==> config.mk <==
export PLATFORM = sky130hd
export DESIGN_NAME = hazard_ctrl
export DESIGN_NICKNAME = d
export VERILOG_FILES = /design/src/rtl/hazard_ctrl.sv
export SDC_FILE = /design/constraint.sdc
export NUM_CORES = 1
export LEC_CHECK = 0
export ABC_AREA = 1
export CAP_MARGIN = 5
export CORE_MARGIN = 1.5
export CORE_UTILIZATION = 47
export CTS_CLUSTER_SIZE = 40
export DETAILED_ROUTE_END_ITERATION = 16
export GPL_TIMING_DRIVEN = 1
export PLACE_DENSITY = 0.8
export SKIP_CTS_REPAIR_TIMING = 1
export SYNTH_ARGS = -nofsm -noshare
export SYNTH_HDL_FRONTEND = slang
export SYNTH_SLANG_ARGS = --single-unit
==> constraint.sdc <==
create_clock -name clk -period 2.1 [get_ports clk]
set_input_delay 0.315 -clock clk [delete_from_list [all_inputs] [get_ports clk]]
set_output_delay 0.315 -clock clk [all_outputs]
set_load 0.1 [all_outputs]
==> src/rtl/hazard_ctrl.sv <==
// hazard_ctrl: pipeline hazard controller for the five-stage CPU.
// It drives the stall (hold) and flush (clear) controls of the F/D, D/E,
// E/M and M/W pipeline registers. It handles, from highest to lowest
// priority: data-memory wait states, multi-cycle execute ops, taken
// branches and load-use hazards. It also keeps a saturating count of
// stall cycles.
//
// Ports:
//   clk, reset            clock; synchronous active-low reset
//   rs1_d, rs2_d          source registers of the instruction in D
//   rd_e, memtoreg_e      destination register / load flag of the instruction in E
//   pcsrc_e               a taken branch or jump is in E
//   mc_start_e            a multi-cycle op is in E (held high while it stays there)
//   mem_req_m, mem_ready  data-memory access in M, and its completion
//   stall_*, flush_*      per-stage hold / clear controls (combinational)
//   mc_busy               a multi-cycle op is being tracked
//   stall_count           number of stall_f cycles since reset, saturating
module hazard_ctrl #(
    parameter int REG_ADDR_W = 4,
    parameter int MC_CYCLES  = 4,
    parameter int CNT_W      = 16
) (
    input  logic                  clk,
    input  logic                  reset,
    input  logic [REG_ADDR_W-1:0] rs1_d,
    input  logic [REG_ADDR_W-1:0] rs2_d,
    input  logic [REG_ADDR_W-1:0] rd_e,
    input  logic                  memtoreg_e,
    input  logic                  pcsrc_e,
    input  logic                  mc_start_e,
    input  logic                  mem_req_m,
    input  logic                  mem_ready,
    output logic                  stall_f,
    output logic                  stall_d,
    output logic                  stall_e,
    output logic                  stall_m,
    output logic                  flush_d,
    output logic                  flush_e,
    output logic                  flush_m,
    output logic                  flush_w,
    output logic                  mc_busy,
    output logic [CNT_W-1:0]      stall_count
);

    localparam int CW = (MC_CYCLES > 2) ? $clog2(MC_CYCLES) : 1;

    typedef enum logic {
        IDLE    = 1'b0,
        MC_BUSY = 1'b1
    } state_t;

    state_t           state_q, state_d;
    logic [CW-1:0]    cnt_q, cnt_d;
    logic [CNT_W-1:0] stall_count_q, stall_count_d;

    logic memstall, lwstall, mcstall, idle;

    always_comb begin
        idle     = (state_q == IDLE);
        memstall = mem_req_m & ~mem_ready;
        lwstall  = memtoreg_e & (rd_e != '0) & ((rd_e == rs1_d) | (rd_e == rs2_d));
        mcstall  = (idle & mc_start_e) | (~idle & (cnt_q != '0));
    end

    always_comb begin
        stall_f       = 1'b0;
        stall_d       = 1'b0;
        stall_e       = 1'b0;
        stall_m       = 1'b0;
        flush_d       = 1'b0;
        flush_e       = 1'b0;
        flush_m       = 1'b0;
        flush_w       = 1'b0;
        state_d       = state_q;
        cnt_d         = cnt_q;
        stall_count_d = stall_count_q;

        if (!reset) begin
            // Outputs stay low while reset is held; any op in flight is dropped.
            state_d       = IDLE;
            cnt_d         = '0;
            stall_count_d = '0;
        end else begin
            if (memstall) begin
                // Whole pipe holds; FSM and counter are frozen.
                stall_f = 1'b1;
                stall_d = 1'b1;
                stall_e = 1'b1;
                stall_m = 1'b1;
                flush_w = 1'b1;
            end else if (mcstall) begin
                stall_f = 1'b1;
                stall_d = 1'b1;
                stall_e = 1'b1;
                flush_m = 1'b1;
                if (idle) begin
                    state_d = MC_BUSY;
                    cnt_d   = CW'(MC_CYCLES - 2);
                end else begin
                    cnt_d = cnt_q - 1'b1;
                end
            end else if (!idle) begin
                // Final cycle of the op: no stall, so it leaves E at this edge.
                state_d = IDLE;
            end else if (pcsrc_e) begin
                flush_d = 1'b1;
                flush_e = 1'b1;
            end else if (lwstall) begin
                stall_f = 1'b1;
                stall_d = 1'b1;
                flush_e = 1'b1;
            end

            if (stall_f && (stall_count_q != '1)) begin
                stall_count_d = stall_count_q + 1'b1;
            end
        end
    end

    always_ff @(posedge clk) begin
        state_q       <= state_d;
        cnt_q         <= cnt_d;
        stall_count_q <= stall_count_d;
    end

    assign mc_busy     = reset & (state_q == MC_BUSY);
    assign stall_count = reset ? stall_count_q : '0;

endmodule

==> impl_metrics.ini, run 1 <==
[placed_design]
dpl.hpwl_mm = 2.93
io_buffer_count = 43
place_area_mm2 = 0.00227
place_ws_ps = -32.8
routabilityCongestion = 0.852
place_inst = 333

[grt]
overflow = 0
grt_pass1_wl_mm = 6.22
grt_max_degree = 20
grt_antenna_before_repair = 0
grt-busiest-layer = met2
grt_pass1_vias = 1504
use_met2 = 0.408
grt_use_met3 = 0.0459
grt_util_met1 = 0.268
grt_use_total = 0.227

[pwr]
power_mw = 0.960
p_leak_nw = 1.14
peakVddDrop_mv = 0.451
power_per_cell_area_mw_per_mm2 = 406

[critical_path]
path_max_fanout = 14
max_stage_delay_ps = 410
cpLargestDelayFamily = simple AND/OR/NAND/NOR gates
crit_path_cell_trace = ha_1 > nand2_1 > nor2_4 > nand3_2 > nor3_2 > nand2_2 > nand2_4 > nand2_1 > a21oi_2
critPathSlowestCell = dfxtp_1
cpMostUsedCell = nand2_1
required_ps = 2340
crit_type = register to register
startpoint_type = register
worst_ep_arrival_time_ps = 2160
critPathBufInv = 0
crit_path_end_kind = register

[cells_and_area]
stdcell_area_mm2 = 0.00236
post-route-util = 0.781
n_fill_cell = 220
area_growth_pct = 58.2
final_common_cell = nand2_1
antenna_cells = 0
final_nets = 316
drive_above_1_share = 0.218
final_cell_count_no_fill = 338
final_cell_mix = nand2_1 (77), inv_1 (39), buf_12 (25), nor2_1 (24), nand3_1 (22)

[clocking]
clk_path_buf_depth = 2
tritoncts = yes
clock-root-buffer = clkbuf_4
htree_levels = 1
cts_buffers = 3
clk_pin_slew_worst_paths_ps = 110
clkLatencyLatePin_ps = 300
clock-sinks = 19

[drt]
wl_per_cell_um = 11.5
drtAntennaViolNets = 0
route.detailed.drc = 0
vias = 1674
dr.pass1.iters = 4
initialDrtViolationCount = 58
via_per_inst = 4.95
drt_wl_total_mm = 3.87

[synthesis]
syn_inst = 248
synth.ff_latch_count = 19
synth_area_per_cell_um2 = 6.03
synth_ff_type = dfxtp_1
synthArstFlopShare = 0
synth.distinct_cells = 26
synth_edf_count = 0
syn_nets = 269
synth.yosys.seq_area_share = 0.254
ys_warn_count = 0
synth_area_mm2 = 0.00150

[sta]
tightestPinTransition_ps = 324
period_minus_slack_ps = 1920
fmax_mhz = 521
timing.hold.ws_ps = 489
drv_slew = 0
hold_viol_final = 0
max_slew_margin = 0.783
fin_crit_sh = 0.914
finalSetupViolCount = 0
rsz0062_at_grt = false
setup_ws_ps = 180
finClkSkew_ps = 6.94
fin_tns_setup_ps = 0

[die]
die_y_um = 59.4
rows = 20
die_area_mm2 = 0.00353
start_util = 0.494
die_w_um = 59.4
core_mm2 = 0.00303
boundaryPins = 44

[job]
drv_cap = 0

[worst_hold_path]
hold_path.class = register to register

[outcome]
status = finished, final reports clean
synth_stat cells (3+ instances only):
library cell	instances	share of area
a21oi_1	10	0.033
a21oi_2	9	0.053
buf_2	3	0.010
clkbuf_1	4	0.010
dfxtp_1	19	0.25
inv_1	39	0.098
nand2_1	78	0.20
nand3_1	23	0.077
nor2_1	27	0.068
xnor2_1	6	0.035
xor2_1	7	0.041
kinds of logic (layout without fill, tap and decap cells):
family / Yosys count / after routing / share of synthesized area
buffers and inverters: 49 / 95 / 0.136
AND/OR/NAND/NOR: 142 / 142 / 0.413
adder cells (fa/ha/maj): 2 / 2 / 0.0167
AO/OA/AOI/OAI: 23 / 23 / 0.104
flip-flops: 19 / 19 / 0.254
XOR/XNOR: 13 / 13 / 0.0762
flip-flops by register name (all words and copies together) (netlist names):
signal,count
state_q,1
stall_count_q,16
cnt_q,2
routing by layer:
layer	share of wire	routed length (um)
met1	0.43	1650
met2	0.50	1930
met3	0.058	226
met4	0.017	67
met5	0	0
path summary, 6_finish.rpt:
| path | startpoint | end | slack, ps | cells after the start |
|---|---|---|---|---|
| worst max-delay path | stall_count_q[1] | stall_count_q[9] | 180 | 9 |
| worst min-delay path | cnt_q[1] | cnt_q[1] | 490 | 2 |
| worst max register to register | stall_count_q[1] | stall_count_q[9] | 180 | 9 |
| worst min register to register | cnt_q[1] | cnt_q[1] | 490 | 2 |
final cells by class:
class	count	area (um^2)	share of cell area
Multi-Input combinational cell	180	976	0.413
Timing Repair Buffer	52	778	0.329
Sequential cell	19	383	0.162
Inverter	39	146	0.0619
Tap cell	44	55.1	0.0233
Clock buffer	4	26.3	0.0111
report_power, final:
group / switching, mW / internal [mW] / leakage [nW]
registers: 0.0147 / 0.374 / 0.155
logic: 0.243 / 0.139 / 0.975
clock network: 0.114 / 0.0740 / 0.0150
total: 0.372 / 0.587 / 1.14
worst register-to-register path: cells and delay by family, from the launching register on:
kind | cells | cell delay, ps
flip-flops | 1 | 410
adder cells (fa/ha/maj) | 1 | 240
AND/OR/NAND/NOR | 7 | 1090
AO/OA/AOI/OAI | 1 | 130
(Power assumes the default switching activity.)
==> run 2, diff against run 1 <==
Settings changed: CORE_MARGIN 1.5 to 4, CORE_UTILIZATION 47 to 35, PLACE_DENSITY 0.8 to 0.62.
==> run 2 against run 1 <==
  * Highest routed layer unchanged
  * Critical path type is now primary input to primary output
  * Setup slack worse by 97 ps
  * Power grew 6.8%
  * Register-to-register slack better by 150 ps
  * Wire length fell by 6.0%
  * Sequential cell count did not move
==> impl_metrics.ini, run 2 (same netlist as run 1, synthesis figures left out) <==
[cells_and_area]
final_nets = 316
post-route-util = 0.585
area_growth_pct = 58.8
final_cell_mix = nand2_1 (77), inv_1 (39), buf_12 (26), nor2_1 (25), nand3_1 (22)
final_common_cell = nand2_1
n_fill_cell = 381
multi_input_area_um2 = 958
largest_register = stall_count_q
seqCellArea_um2 = 380
largest_reg_flops = 16
reg_top3 = stall_count_q (16), cnt_q (2), state_q (1)
antenna_cells = 0
drive_above_1_share = 0.204

[clocking]
clkLatencyLatePin_ps = 250
cts_buffers = 3
htree_levels = 1
tritoncts = yes
clock-sinks = 19
clock-root-buffer = clkbuf_8
clk_pin_slew_worst_paths_ps = 70
clk_path_buf_depth = 2

[critical_path]
r2r-start = stall_count_q[1]
crit_path_cell_trace = clkdlybuf4s50_1 > inv_1 > nand2_1 > nand2_1 > nor2_1 > nand2_1 > nand2_2 > nand3_4 > a21oi_4 > buf_12
crit_path_end_kind = primary output
reg2reg_depth = 9
crit_start = rs2_d[1]
startpoint_type = primary input
required_ps = 1780
max_stage_delay_ps = 480
crit_type = primary input to primary output
critPathBufInv = 3
critPathSlowestCell = clkdlybuf4s50_1
rrSetupSlack_ps = 330
reg2reg_to = stall_count_q[10]
path_max_fanout = 2
worst_ep_arrival_time_ps = 1700
cpLargestDelayFamily = buffers and inverters
cpMostUsedCell = nand2_1

[die]
die_y_um = 73.4
die_w_um = 73.4
die_area_mm2 = 0.00538
boundaryPins = 44
rows = 23
start_util = 0.368
core_mm2 = 0.00406

[worst_hold_path]
hold_path_end = cnt_q[0]
hold_path.class = register to register
holdPathStages = 2
min-delay-start = cnt_q[0]

[drt]
dr.pass1.iters = 4
via_per_inst = 4.50
drt_wl_total_mm = 3.64
route.detailed.drc = 0
initialDrtViolationCount = 41
drtAntennaViolNets = 0
vias = 1549
wl_per_cell_um = 10.6

[sta]
finClkSkew_ps = 2.22
period_minus_slack_ps = 2020
hold_viol_final = 0
fmax_mhz = 496
max_slew_margin = 0.757
fin_crit_sh = 0.960
finalSetupViolCount = 0
drv_slew = 0
tightestPinTransition_ps = 363

[placed_design]
dpl.hpwl_mm = 2.86
routabilityCongestion = 0.886
io_buffer_count = 43

[grt]
grt_antenna_before_repair = 0
grt_pass1_vias = 1408
grt_pass1_wl_mm = 6.33
grt_max_degree = 19
grt_use_total = 0.144
overflow = 0

[job]
drv_cap = 0

[outcome]
status = finished, final reports clean

[pwr]
p_leak_nw = 1.12
power_mw = 1.02
peakVddDrop_mv = 0.371
power_per_cell_area_mw_per_mm2 = 432
## run 2: changes by cell type in the layout (fill, tap and decap cells not counted), sizes merged
cell           previous run  this run
clkdlybuf4s50             6        10
dlymetal6s2s             12         8
clkbuf                    4         3
clkinv                    0         1
## run 2: worst reg2reg max path, stage by stage (launching register included)
cell and delay, ps:
dfxtp_1 400, ha_1 190, nand2_1 110, nor2_4 160
nand3_2 110, nor3_2 150, nand2_2 170, buf_4 210
nand3_1 110, a21oi_2 60
## run 2: layout make-up
| type | instances | area share |
|---|---|---|
| clock buffers | 3 | 0.0174 |
| well taps | 50 | 0.0263 |
| repair buffers | 52 | 0.329 |
| flip-flops and latches | 19 | 0.160 |
| clock inverters | 1 | 0.00211 |
| inverters | 39 | 0.0616 |
| multi-input cells | 180 | 0.404 |
## run 2: worst max-delay path by stage
| stage | slack (ps) | cells past startpoint | end |
|---|---|---|---|
| floorplan | -380 | 4 | flush_m |
| global placement | -7 | 10 | stall_f |
| detailed placement | -80 | 10 | stall_f |
| CTS | -90 | 10 | stall_f |
| global route | -10 | 10 | stall_f |
| finish | 80 | 10 | stall_f |
## run 2: metal layers
| metal | track usage | routed length (um) | vias up |
|---|---|---|---|
| li1 | - | - | 856 |
| met1 | 0.206 | 1740 | 663 |
| met2 | 0.225 | 1700 | 28 |
| met3 | 0.0287 | 181 | 2 |
| met4 | 0.0302 | 23 | 0 |
| met5 | 0 | 0 | - |
## run 2: per-stage QoR
stage          hold slack [ps]  TNS [ps]  worst slack [ps]  cells  cell area [um^2]
2_1_floorplan              440      -759              -379    248              1530
3_3_place_gp               453     -13.4             -7.38    339              2290
3_5_place_dp               465      -166             -83.6    339              2290
4_1_cts                    488      -174             -87.4    343              2330
5_1_grt                    499     -24.4             -13.0    344              2370
6_report                   483         0              83.1    344              2370
## run 2: power by group
group          switching [mW]  internal (mW)  total [mW]
sequential             0.0115          0.373       0.384
clock                   0.121          0.132       0.252
combinational           0.242          0.146       0.388
total                   0.374          0.651        1.02
==> run 3, diff against run 2 <==
Settings changed: CORE_MARGIN 4 to 5, TNS_END_PERCENT set to 30.
==> run 3 against run 2 <==
  * Critical path depth shrank 5
  * First-iteration DRC count grew 39%
  * Clock-buffer cell count unchanged
  * Combinational power increased by 1%
  * Sequential power about the same
  * Sequential share of layout area is 0.22 points lower
  * Critical endpoint is now flush_e
  * Largest cell class unchanged
==> impl_metrics.ini, run 3 (same netlist as run 1, synthesis figures left out) <==
[die]
die_w_um = 75.4
boundaryPins = 44
core_mm2 = 0.00406
rows = 23
die_area_mm2 = 0.00568
die_y_um = 75.4
start_util = 0.368

[drt]
via_per_inst = 4.70
drt_wl_total_mm = 3.84
route.detailed.drc = 0
drtAntennaViolNets = 0
vias = 1634
dr.pass1.iters = 4
initialDrtViolationCount = 57
wl_per_cell_um = 11.0

[clocking]
tritoncts = yes
clk_path_buf_depth = 2
clk_pin_slew_worst_paths_ps = 80
htree_levels = 1
clock-root-buffer = clkbuf_8
clock-sinks = 19
cts_buffers = 3
clkLatencyLatePin_ps = 260

[cells_and_area]
antenna_cells = 0
final_cell_mix = nand2_1 (77), inv_1 (37), nor2_1 (27), buf_12 (25), nand3_1 (22)
largest_register = stall_count_q
multi_input_area_um2 = 965
area_growth_pct = 61.1
final_nets = 320
final_common_cell = nand2_1
reg_top3 = stall_count_q (16), cnt_q (2), state_q (1)
n_fill_cell = 376
seqCellArea_um2 = 380
final_cell_count_no_fill = 348
drive_above_1_share = 0.218
largest_reg_flops = 16

[sta]
rsz0062_at_grt = false
max_slew_margin = 0.779
fin_crit_sh = 0.911
setup_ws_ps = 186
tightestPinTransition_ps = 330
fmax_mhz = 523
drv_slew = 0
finClkSkew_ps = 6.42
hold_viol_final = 0
fin_tns_setup_ps = 0
finalSetupViolCount = 0
period_minus_slack_ps = 1910

[critical_path]
crit_start = memtoreg_e
crit_type = primary input to primary output
reg2reg_to = stall_count_q[0]
r2r-start = stall_count_q[1]
crit_path_cell_trace = clkdlybuf4s50_1 > o21a_1 > a21oi_4 > nor4_4 > buf_12
required_ps = 1780
rrSetupSlack_ps = 240
max_stage_delay_ps = 450
startpoint_type = primary input
crit_path_end_kind = primary output
cp-endpoint = flush_e
worst_ep_arrival_time_ps = 1600
reg2reg_depth = 9
critPathSlowestCell = clkdlybuf4s50_1
path_max_fanout = 2

[placed_design]
io_buffer_count = 43
routabilityCongestion = 0.880
place_ws_ps = -48.9
dpl.hpwl_mm = 3.04
place_inst = 343

[pwr]
p_leak_nw = 1.17
power_mw = 1.04
peakVddDrop_mv = 0.454
power_per_cell_area_mw_per_mm2 = 432

[outcome]
status = finished, final reports clean

[grt]
grt_antenna_before_repair = 0
grt_max_degree = 15
grt_pass1_wl_mm = 6.64
grt_use_total = 0.145
grt_pass1_vias = 1536
overflow = 0

[job]
drv_cap = 0

[worst_hold_path]
hold_path.class = register to register
[run 3: cell types whose count changed in the layout (fill, tap and decap cells not counted), sizes merged]
cell | previous run | this run
clkdlybuf4s50 | 10 | 6
dlymetal6s2s | 8 | 12
buf | 34 | 38
[run 3: cell type report]
cell class	instances	area share
clock inverter	1	0.00208
tap	50	0.0260
sequential	19	0.158
timing repair buffer	56	0.336
inverter	39	0.0608
clock buffer	3	0.0171
multi-input combinational	180	0.401
[run 3: power by group]
group	switching [mW]	internal, mW	leakage [nW]
clock network	0.132	0.132	0.0255
registers	0.0120	0.373	0.154
logic	0.246	0.147	0.992
[run 3: worst min path at each step]
stage                          end  cells after the start  startpoint  slack (ps)
final                     cnt_q[0]                      2    cnt_q[0]         490
after global routing      cnt_q[1]                      2    cnt_q[1]         500
after CTS                 cnt_q[1]                      2    cnt_q[1]         490
after detailed placement  cnt_q[0]                      2    cnt_q[0]         470
after global placement    cnt_q[0]                      2    cnt_q[0]         460
after floorplan           cnt_q[0]                      2    cnt_q[0]         440
[run 3: worst max-delay path, delay by kind of cell]
kind            cells  cell delay (ps)
compound gates      2              310
buf+inv             2              660
simple gates        1              310
[run 3: metrics by stage]
stage,util,area (um^2),hold WS [ps]
2_1_floorplan,-,1530,440
3_3_place_gp,0.566,2300,456
3_5_place_dp,0.566,2300,472
4_1_cts,0.578,2340,492
5_1_grt,0.594,2410,503
6_report,0.594,2410,494
[run 3: routing by layer]
layer	global-route usage	wire (um)
met5	0	0
met1	0.191	1820
met3	0.0277	193
met4	0.0485	58
met2	0.239	1770
